<file path="config.mk">
export PLATFORM = sky130hd
export DESIGN_NAME = pc_fetch_ctrl_flat
export DESIGN_NICKNAME = d
export VERILOG_FILES = /design/src/rtl/pc_fetch_ctrl_pkg.sv /design/src/rtl/pc_fetch_ctrl_if.sv /design/src/rtl/fetch_skid_buf.sv /design/src/rtl/pc_fetch_ctrl.sv /design/src/flat_wrapper.sv
export SDC_FILE = /design/constraint.sdc
export NUM_CORES = 1
export LEC_CHECK = 0
export ABC_AREA = 0
export BUFFER_PORTS_ARGS = -buffer_cell sky130_fd_sc_hd__buf_4
export CAP_MARGIN = 20
export CORE_ASPECT_RATIO = 0.5
export CORE_MARGIN = 5
export CORE_UTILIZATION = 40
export CTS_CLUSTER_DIAMETER = 30
export DETAILED_ROUTE_END_ITERATION = 12
export PLACE_DENSITY_LB_ADDON = 0.15
export SYNTH_ARGS = -nofsm -noshare
export SYNTH_HDL_FRONTEND = slang
export SYNTH_HIERARCHICAL = 1
export SYNTH_SLANG_ARGS = --single-unit
</file>
<file path="constraint.sdc">
create_clock -name clk -period 10.7 [get_ports clk]
set_input_delay 2.14 -clock clk [delete_from_list [all_inputs] [get_ports clk]]
set_output_delay 2.14 -clock clk [all_outputs]
set_load 0.05 [all_outputs]
</file>
<file path="src/rtl/pc_fetch_ctrl_pkg.sv">
// Shared definitions for the fetch controller slice.
//   - NPC operation codes understood by the next-PC unit.
//   - fetch_word_t: one fetched instruction tagged with its PC.
//   - word_align / is_misaligned: helpers for redirect-target handling.
package pc_fetch_ctrl_pkg;

    localparam logic [1:0] NPC_PLUS4    = 2'b00;
    localparam logic [1:0] NPC_BRANCH   = 2'b01;
    localparam logic [1:0] NPC_JUMP_IMM = 2'b10;
    localparam logic [1:0] NPC_JUMP_REG = 2'b11;

    typedef struct packed {
        logic [31:0] instr;
        logic [31:0] pc;
    } fetch_word_t;

    function automatic logic [31:0] word_align(input logic [31:0] addr);
        return {addr[31:2], 2'b00};
    endfunction

    function automatic logic is_misaligned(input logic [31:0] addr);
        return addr[1:0] != 2'b00;
    endfunction

endpackage

</file>
<file path="src/rtl/pc_fetch_ctrl_if.sv">
// Instruction-memory fetch port.
//   req   : fetch request (controller -> memory)
//   addr  : fetch address (controller -> memory)
//   ready : memory delivers rdata this cycle (memory -> controller)
//   rdata : fetched word (memory -> controller)
interface pc_fetch_ctrl_if;
    logic        req;
    logic [31:0] addr;
    logic        ready;
    logic [31:0] rdata;

    modport master (output req, output addr, input ready, input rdata);
    modport slave  (input req, input addr, output ready, output rdata);
endinterface

</file>
<file path="src/rtl/fetch_skid_buf.sv">
// Two-entry {instr,pc} skid buffer used when ID stalls while a fetch lands.
//   clk, rst : clock, asynchronous active-high reset (empties the buffer)
//   load     : push din at the tail
//   shift    : pop the head
//   clear    : discard all entries (redirect)
//   din      : word to push
//   head     : oldest entry, valid whenever the buffer is non-empty
module fetch_skid_buf
    import pc_fetch_ctrl_pkg::*;
(
    input  logic        clk,
    input  logic        rst,
    input  logic        load,
    input  logic        shift,
    input  logic        clear,
    input  fetch_word_t din,
    output fetch_word_t head
);

    logic [1:0]  count;
    fetch_word_t entry0;
    fetch_word_t entry1;

    always_ff @(posedge clk or posedge rst) begin
        if (rst) begin
            count <= 2'd0;
        end else if (clear) begin
            count <= 2'd0;
        end else begin
            case ({load, shift})
                2'b10:   if (count != 2'd2) count <= count + 2'd1;
                2'b01:   if (count != 2'd0) count <= count - 2'd1;
                default: ;
            endcase
        end
    end

    // Payload carries no reset; count alone says what is meaningful.
    always_ff @(posedge clk) begin
        case ({load, shift})
            2'b10: begin
                if (count == 2'd0) entry0 <= din;
                else               entry1 <= din;
            end
            2'b01: entry0 <= entry1;
            2'b11: begin
                if (count == 2'd1) begin
                    entry0 <= din;
                end else begin
                    entry0 <= entry1;
                    entry1 <= din;
                end
            end
            default: ;
        endcase
    end

    assign head = entry0;

endmodule

</file>
<file path="src/rtl/pc_fetch_ctrl.sv">
// Fetch-stage sequencer: owns the fetch PC, selects the NPC operation, runs
// the instruction-memory handshake, buffers fetched words for ID, applies
// ID redirects with a one-cycle flush, and flags fetch errors.
//   clk, rst        : clock, asynchronous active-high reset
//   id_stall        : ID cannot consume if_instr this cycle
//   id_redirect     : ID resolved a taken control transfer (pulse)
//   id_redirect_op  : NPC operation for the redirect
//   npc             : next PC from the NPC unit for npc_op
//   npc_op          : NPC operation select (combinational)
//   if_pc           : current fetch PC
//   imem            : instruction-memory port (master side)
//   if_valid        : if_instr holds an unconsumed instruction
//   if_instr        : instruction presented to ID
//   if_instr_pc     : PC of if_instr
//   if_flush        : high the cycle after a redirect
//   fetch_err       : sticky timeout / misaligned-target flag
module pc_fetch_ctrl
    import pc_fetch_ctrl_pkg::*;
#(
    parameter logic [31:0] RESET_PC       = 32'h0000_3000,
    parameter int unsigned TIMEOUT_CYCLES = 255
) (
    input  logic             clk,
    input  logic             rst,
    input  logic             id_stall,
    input  logic             id_redirect,
    input  logic [1:0]       id_redirect_op,
    input  logic [31:0]      npc,
    output logic [1:0]       npc_op,
    output logic [31:0]      if_pc,
    pc_fetch_ctrl_if.master  imem,
    output logic             if_valid,
    output logic [31:0]      if_instr,
    output logic [31:0]      if_instr_pc,
    output logic             if_flush,
    output logic             fetch_err
);

    localparam logic [1:0] ST_IDLE  = 2'd0;
    localparam logic [1:0] ST_FETCH = 2'd1;
    localparam logic [1:0] ST_HOLD  = 2'd2;
    localparam logic [1:0] ST_DRAIN = 2'd3;

    localparam int unsigned CNT_W = (TIMEOUT_CYCLES < 1) ? 1 : $clog2(TIMEOUT_CYCLES + 1);
    localparam logic [CNT_W-1:0] TO_LIM  = CNT_W'(TIMEOUT_CYCLES);
    localparam logic [CNT_W-1:0] TO_LAST = CNT_W'((TIMEOUT_CYCLES == 0) ? 0 : TIMEOUT_CYCLES - 1);

    logic [1:0]       state;
    logic [31:0]      pc;
    logic [31:0]      drain_addr;
    logic [CNT_W-1:0] wait_cnt;

    logic        consume;
    logic        accept;
    logic        to_slot;
    logic        to_skid;
    logic        skid_shift;
    fetch_word_t skid_head;

    assign npc_op  = id_redirect ? id_redirect_op : NPC_PLUS4;
    assign if_pc   = pc;
    assign consume = if_valid && !id_stall;

    assign imem.req  = (state == ST_FETCH) || (state == ST_DRAIN);
    // The abandoned request keeps its original address until memory answers,
    // even though pc already points at the redirect target.
    assign imem.addr = (state == ST_DRAIN) ? drain_addr : pc;

    // A redirect outranks a word landing in the same cycle.
    assign accept     = (state == ST_FETCH) && imem.ready && !id_redirect;
    assign to_slot    = accept && (!if_valid || !id_stall);
    assign to_skid    = accept && if_valid && id_stall;
    assign skid_shift = (state == ST_HOLD) && !id_stall && !id_redirect;

    fetch_skid_buf u_skid (
        .clk   (clk),
        .rst   (rst),
        .load  (to_skid),
        .shift (skid_shift),
        .clear (id_redirect),
        .din   ('{instr: imem.rdata, pc: pc}),
        .head  (skid_head)
    );

    always_ff @(posedge clk) begin
        if (id_redirect && (state == ST_FETCH) && !imem.ready) begin
            drain_addr <= pc;
        end
    end

    always_ff @(posedge clk or posedge rst) begin
        if (rst) begin
            state       <= ST_IDLE;
            pc          <= RESET_PC;
            if_valid    <= 1'b0;
            if_instr    <= 32'd0;
            if_instr_pc <= 32'd0;
            if_flush    <= 1'b0;
            fetch_err   <= 1'b0;
            wait_cnt    <= '0;
        end else begin
            if_flush <= id_redirect;

            if (id_redirect) begin
                pc       <= word_align(npc);
                if_valid <= 1'b0;
                if (is_misaligned(npc)) fetch_err <= 1'b1;
                // A request still in flight must be answered before the new
                // target can be fetched; its data is thrown away in DRAIN.
                if ((state == ST_DRAIN) || ((state == ST_FETCH) && !imem.ready))
                    state <= ST_DRAIN;
                else
                    state <= ST_FETCH;
            end else begin
                case (state)
                    ST_IDLE:  state <= ST_FETCH;
                    ST_FETCH: begin
                        if (imem.ready) begin
                            pc <= npc;
                            if (if_valid && id_stall) state <= ST_HOLD;
                        end
                    end
                    ST_HOLD:  if (!id_stall) state <= ST_FETCH;
                    ST_DRAIN: if (imem.ready) state <= ST_FETCH;
                    default:  state <= ST_IDLE;
                endcase

                if (to_slot) begin
                    if_valid    <= 1'b1;
                    if_instr    <= imem.rdata;
                    if_instr_pc <= pc;
                end else if (skid_shift) begin
                    // Old slot is consumed and refilled in the same cycle.
                    if_instr    <= skid_head.instr;
                    if_instr_pc <= skid_head.pc;
                end else if (consume) begin
                    if_valid <= 1'b0;
                end
            end

            // Wait counter saturates; the request itself keeps waiting.
            if (imem.req && !imem.ready) begin
                if (wait_cnt != TO_LIM) wait_cnt <= wait_cnt + 1'b1;
                if ((TIMEOUT_CYCLES != 0) && (wait_cnt == TO_LAST)) fetch_err <= 1'b1;
            end else begin
                wait_cnt <= '0;
            end
        end
    end

endmodule

</file>
<file path="src/flat_wrapper.sv">
// flat-port wrapper written by rule: the top's interface ports become plain ports
module pc_fetch_ctrl_flat import pc_fetch_ctrl_pkg::*;
#(
    parameter logic [31:0] RESET_PC       = 32'h0000_3000,
    parameter int unsigned TIMEOUT_CYCLES = 255
)
  (clk, rst, id_stall, id_redirect, id_redirect_op, npc, npc_op, if_pc, if_valid, if_instr, if_instr_pc, if_flush, fetch_err, imem_req, imem_addr, imem_ready, imem_rdata);
  pc_fetch_ctrl_if imem_i ();
  input  logic clk;
  input  logic rst;
  input  logic id_stall;
  input  logic id_redirect;
  input  logic [1:0] id_redirect_op;
  input  logic [31:0] npc;
  output logic [1:0] npc_op;
  output logic [31:0] if_pc;
  output logic if_valid;
  output logic [31:0] if_instr;
  output logic [31:0] if_instr_pc;
  output logic if_flush;
  output logic fetch_err;
  output wire logic [$bits(imem_i.req)-1:0] imem_req;
  output wire logic [$bits(imem_i.addr)-1:0] imem_addr;
  input wire logic [$bits(imem_i.ready)-1:0] imem_ready;
  input wire logic [$bits(imem_i.rdata)-1:0] imem_rdata;
  assign imem_req = imem_i.req;
  assign imem_addr = imem_i.addr;
  assign imem_i.ready = imem_ready;
  assign imem_i.rdata = imem_rdata;
  pc_fetch_ctrl #(.RESET_PC(RESET_PC), .TIMEOUT_CYCLES(TIMEOUT_CYCLES)) u_core (.clk(clk), .rst(rst), .id_stall(id_stall), .id_redirect(id_redirect), .id_redirect_op(id_redirect_op), .npc(npc), .npc_op(npc_op), .if_pc(if_pc), .imem(imem_i), .if_valid(if_valid), .if_instr(if_instr), .if_instr_pc(if_instr_pc), .if_flush(if_flush), .fetch_err(fetch_err));
endmodule
</file>
# --- Yosys cells after proc, flatten, opt, wreduce, memory -nomap -nowiden ---
# Cells that the tools add are included.
word_totals:
  register_bits: 271
  in_bits: 71
  output_inout_bits: 134
  wordCells: 113
op_classes:
  n_addsub: 3
  eq_ne: 21
  n_mux: 36
  bitwise: 1
  reduce_logical: 38
ops:
  columns: ["cell", "count"]
  rows:
  - ["$mux W32", 8]
  - ["$mux W64", 4]
  - ["$pmux W64 S3", 1]
  - ["$pmux W64 S2", 1]
  - ["$mux W2", 10]
  - ["$ne A3 B3 Y1 const B", 6]
  - ["$mux W8", 2]
  - ["$logic_and A1 B1 Y1", 13]
  - ["$reduce_bool A2 Y1", 6]
  - ["$ne A2 B2 Y1 const B", 5]
  - ["$reduce_bool A3 Y1", 3]
  - ["$add A8 B1 Y8 const B", 1]
  - ["$eq A2 B2 Y1 const B", 4]
  - ["$eq A8 B8 Y1 const B", 1]
  - ["$mux W1", 8]
  - ["$ne A8 B8 Y1 const B", 1]
  - ["$pmux W2 S4", 1]
  - ["$reduce_and A2 Y1", 4]
  - ["$eq A2 B1 Y1 const B", 3]
  - ["$reduce_and A3 Y1", 2]
  - ["$logic_not A1 Y1", 4]
  - ["$logic_not A2 Y1", 2]
  - ["$pmux W2 S2", 1]
  - ["$reduce_and A4 Y1", 1]
  - ["5 further kinds", 7]

# --- Logic depth before layout (Yosys ltp) ---
depth:
  ltp_word: 8
  depth_mapped: 9
  mapped_depth_nobuf: 5

# --- Modules after synthesis ---
# Netlist, hierarchy kept.
modules_own_cells:
  columns: ["module", "instances", "cells_each", "area_each_um2", "seq_area_each_um2"]
  rows:
  - ["pc_fetch_ctrl", 1, 500, 5952.0, 3691.0]
  - ["fetch_skid_buf", 1, 228, 5052.3, 3893.7]

# --- Worst setup path before layout ---
# OpenSTA, ideal clock, no wires.
synth_path:
  path_type: "in2reg"
  from: "in imem_ready"
  to: "reg u_core.drain_addr[0] (enable)"
  setup_ns: 0.468
  arrival_time_ns: 4.833
  t_required_ns: 10.232
  slack_ns: 5.399
  stages: 3
  n_path_buf: 0
  path_cell_list: "inv_1 nand2_1 nor3b_1"
synth_between:
  elab_chain_len: 2
synth_rtl:
  columns: ["element", "line_no", "text"]
  rows:
  - ["start, declared", "flat_wrapper.sv:24", "input wire logic [$bits(imem_i.ready)-1:0] imem_ready;"]
  - ["$logic_not A1 Y1", "pc_fetch_ctrl.sv:86", "if (id_redirect && (state == ST_FETCH) && !imem.ready) begin"]
  - ["$logic_and A1 B1 Y1", "pc_fetch_ctrl.sv:86", null]
  - ["end signal, assigned", "pc_fetch_ctrl.sv:87", "drain_addr <= pc;"]
  - ["end, declared", "pc_fetch_ctrl.sv:50", "logic [31:0] drain_addr;"]
# No other way between the ends.
# A chain may end at the register's enable or synchronous reset.

# --- Worst setup path after layout ---
layout_path:
  from: "in id_redirect"
  to: "out npc_op[1]"
layout_between:
  elab_chain_len: 1
layout_rtl:
  columns: ["element", "line_no", "text"]
  rows:
  - ["start, declared", "flat_wrapper.sv:12", "input logic id_redirect;"]
  - ["$mux W2", "pc_fetch_ctrl.sv:60", "assign npc_op = id_redirect ? id_redirect_op : NPC_PLUS4;"]
  - ["end, declared", "flat_wrapper.sv:15", "output logic [1:0] npc_op;"]
# No other way between the ends.

==> impl_metrics.tcl <==
set metrics [dict create \
    areaGrowthSynthToFinish_pct 28.51 \
    cts.root.buffer_cell "sky130_fd_sc_hd__clkbuf_16" \
    clock_skew_ns 0.01088 \
    grt_start_max_net_pins 76 \
    period_needed_ns 4.822 \
    muxShareOfSynthArea_pct 14.37 \
    synth_fp_nets 805 \
    gp_congestion 0.7271 \
    grt_pass1_wl_mm 39.79 \
    crit_required_ns 8.56 \
    insertedDiodeCount 0 \
    route.detailed.vias_per_inst 5.011 \
    main_combinational_cell_family_by_area_after_synthesis "multiplexers" \
    wirelength_mm 24.82 \
    critical_path_arrival_ns 2.68 \
    dr.pass1.iters 4 \
    final_min_period_over_clock_period_pct 45.06 \
    synth-seq-cells 271 \
    dpl_hpwl_mm 15.17 \
    setup_viol_count_final 0 \
    grt_pass1_vias 7061 \
    postCtsSetupBuffers 0 \
    preCtsSetupSlack_ns 5.665 \
    grt_overflow_total 0 \
    final_net_count 1017 \
    netlist_top_cells_area "sky130_fd_sc_hd__edfxtp_1 (44%), sky130_fd_sc_hd__dfrtp_1 (25%), sky130_fd_sc_hd__mux2_2 (9.8%)" \
    tritoncts.num_buffers 38 \
    die-area_mm2 0.03113 \
    post-place-cells 1251 \
    wl_per_cell_um 18.77 \
    finalNonFillerCells 1322 \
    initial_utilization_pct 41.14 \
    hold_fix_buffers_at_cts 0 \
    power.density_cell_area_mw_per_mm2 229.8 \
    total_count_of_max_transition_violations_in_the_final_report 0 \
    cts_tree "done" \
    power_leakage_nw 5.839 \
    post_synth_and_or_nand_nor_area_fraction_pct 7.004 \
    drc 0 \
    crit_path_frequent_cell "sky130_fd_sc_hd__buf_4" \
    ys_seq_area_share_pct 68.93 \
    area_fraction_in_compound_gates_after_synthesis_pct 5.810 \
    post-route-worst-setup-slack_ns 5.878 \
    initial_drt_markers 270 \
    xor_xnor_share_of_the_synthesized_area_pct 0.1592 \
    timing.critical_path.slowest_stage_cell "sky130_fd_sc_hd__buf_4" \
    crit_chain "buf_4 > and2_1 > buf_4" \
    timing_limited_maximum_frequency_mhz 207.4 \
    mean_post_synth_cell_area_um2 15.12 \
    gr-usage-all-layers_pct 15.84 \
    drt.antenna.violating_nets 0 \
    total_clock_sinks 271 \
    final_total_negative_setup_slack_ns 0 \
    worst_ir_drop_vdd_mv 0.1067 \
    crit_buf_inv 2 \
    most_common_cell_after_layout_fill_and_taps_aside "sky130_fd_sc_hd__buf_4" \
    htreeDepth 2 \
    ys.warnings.count 6 \
    setup.worst_path.start_class "input pin" \
    crit_path_max_incr_delay_ns 0.20 \
    vias 6624 \
    clockBufferDepth 3 \
    die-width_um 244.6 \
    ctsResizeCount 0 \
    clock_insertion_delay_worst_skew_ns 0.51 \
    top_area_cell_type_share_of_the_netlist_area_pct 43.66 \
    path_class "in2out" \
    antenna_found_initial 0 \
    die-height_um 127.3 \
    synth_cell_type_count 46 \
    number_of_instances_in_the_synthesized_netlist 728 \
    cp-end-kind "output pin" \
    ios 205 \
    final_layout_size_suffix_gt1_share_pct 42.58 \
    placeableCoreArea_mm2 0.02675 \
    worst-slew-pin-transition_ns 0.9536 \
    rsz_0062_raised_after_global_routing "false" \
    final_cell_mix "sky130_fd_sc_hd__buf_4 (211), sky130_fd_sc_hd__edfxtp_1 (160), sky130_fd_sc_hd__nand2_1 (136), sky130_fd_sc_hd__dfrtp_1 (109), sky130_fd_sc_hd__mux2_2 (96)" \
    yosysTopAreaCell "sky130_fd_sc_hd__edfxtp_1" \
    cp_top_family "buffers and inverters" \
    critical_path_peak_fanout 15 \
    fillCellCount 2260 \
    worst_hold_path_type "reg2reg" \
    cap_viol_max_count 0 \
    synth_adder_area_share_pct 0.7732 \
    worst_slew_margin_rel_pct 36.20 \
    outcome "finished clean" \
    synth_area_mm2 0.01100 \
    timing_hold_violations_final 0 \
    port_buffer_cells 204 \
    core.rowCount 42 \
    clock_transition_at_the_register_clock_pins_on_the_worst_setup_and_hold_paths_after_cts_ns 0.06 \
]
==> Yosys cell counts (all sizes together) <==
cell / count
a21oi: 8
nand4: 2
a21o: 1
a21boi: 2
buf: 28
dfstp: 2
and4: 1
nand3: 4
clkbuf: 12
nand2: 137
xnor2: 2
o31ai: 1
mux2: 126
nor2: 13
nor4b: 2
nor4: 1
nor4bb: 1
and3b: 1
a211oi: 2
maj3: 1
dfrtp: 109
a22oi: 61
inv: 9
edfxtp: 160
nor3b: 3
nor2b: 2
mux2i: 5
and2: 4
ha: 6
a31oi: 2
o21ai: 7
nand2b: 1
nand3b: 1
and3: 3
o211ai: 1
nor3: 5
o21a: 2
==> sequential cells by signal, summed over array words and instances (netlist names) <==
register              flops
u_core/u_skid/entry1     64
u_core/if_instr          32
u_core/fetch_err          1
u_core/if_instr_pc       32
u_core/u_skid/count       2
u_core/wait_cnt           8
u_core/if_flush           1
u_core/drain_addr        32
u_core/u_skid/head       64
u_core/state              2
u_core/if_valid           1
u_core/if_pc             32
==> metal layers <==
layer	global-route usage, %	wire length, um	share of wire [%]
met1	21.02	11280	45
met2	26.90	12310	50
met3	3.360	869	3.5
met4	4.120	364	1.5
met5	0	0	0
==> worst min-delay path, delay by kind of cell, from the launching register on <==
kind             cells  cell delay, ns
AND/OR/NAND/NOR      1            0.05
AO/OA/AOI/OAI        1            0.06
flip-flops           1            0.32
==> report_power, final <==
group	internal, mW	total (mW)	switching, mW	leakage, nW
sequential	1.20	1.27	0.0665	2.81
combinational	0.215	0.686	0.470	2.37
clock	0.839	1.29	0.455	0.656
total	2.26	3.25	0.992	5.84
==> worst paths after layout <==
path                                                   from                                 end  slack [ns]  depth (start not counted)
max                                             id_redirect                           npc_op[1]        5.88                          3
min                        u_core/u_skid/head[18]$_DFFE_PP_  u_core/if_instr_pc[18]$_DFFE_PP0P_        0.45                          2
max reg2reg                     u_core/state[0]$_DFFE_PP0P_    u_core/u_skid/head[53]$_DFFE_PP_        7.47                          5
min reg2reg                u_core/u_skid/head[18]$_DFFE_PP_  u_core/if_instr_pc[18]$_DFFE_PP0P_        0.45                          2
max in group asynchronous                               rst  u_core/if_instr_pc[21]$_DFFE_PP0P_        7.72                          3
min in group asynchronous                               rst  u_core/u_skid/count[1]$_DFFE_PP0P_        1.51                          2
==> through the flow <==
stage	util, %	total power, mW	area, um2	hold slack (ns)
after detailed placement	47.79	1.986	12780	0.4510
after CTS	52.79	3.295	14120	0.4500
after floorplan	-	1.746	11000	0.4384
after global routing	52.87	3.383	14140	0.4768
final	52.87	3.249	14140	0.4504
after global placement	47.79	1.978	12780	0.4457
==> logic make-up (layout without fill, tap and decap cells) <==
family	count (synthesis)	in the layout
compound gates	87	87
xor+xnor	2	2
buf+inv	49	291
flops	271	271
fa+ha+maj	7	7
mux	131	131
simple gates	181	181
==> layout make-up <==
| type | instances | area, um2 | area share [%] |
|---|---|---|---|
| Timing Repair Buffer | 212 | 1604 | 11.34 |
| Tap cell | 352 | 440.4 | 3.114 |
| Clock inverter | 19 | 212.7 | 1.504 |
| Inverter | 9 | 36.28 | 0.2566 |
| Clock buffer | 51 | 1126 | 7.963 |
| Multi-Input combinational cell | 408 | 3137 | 22.18 |
| Sequential cell | 271 | 7585 | 53.64 |
Note: power is estimated with default switching activity, not from simulation.
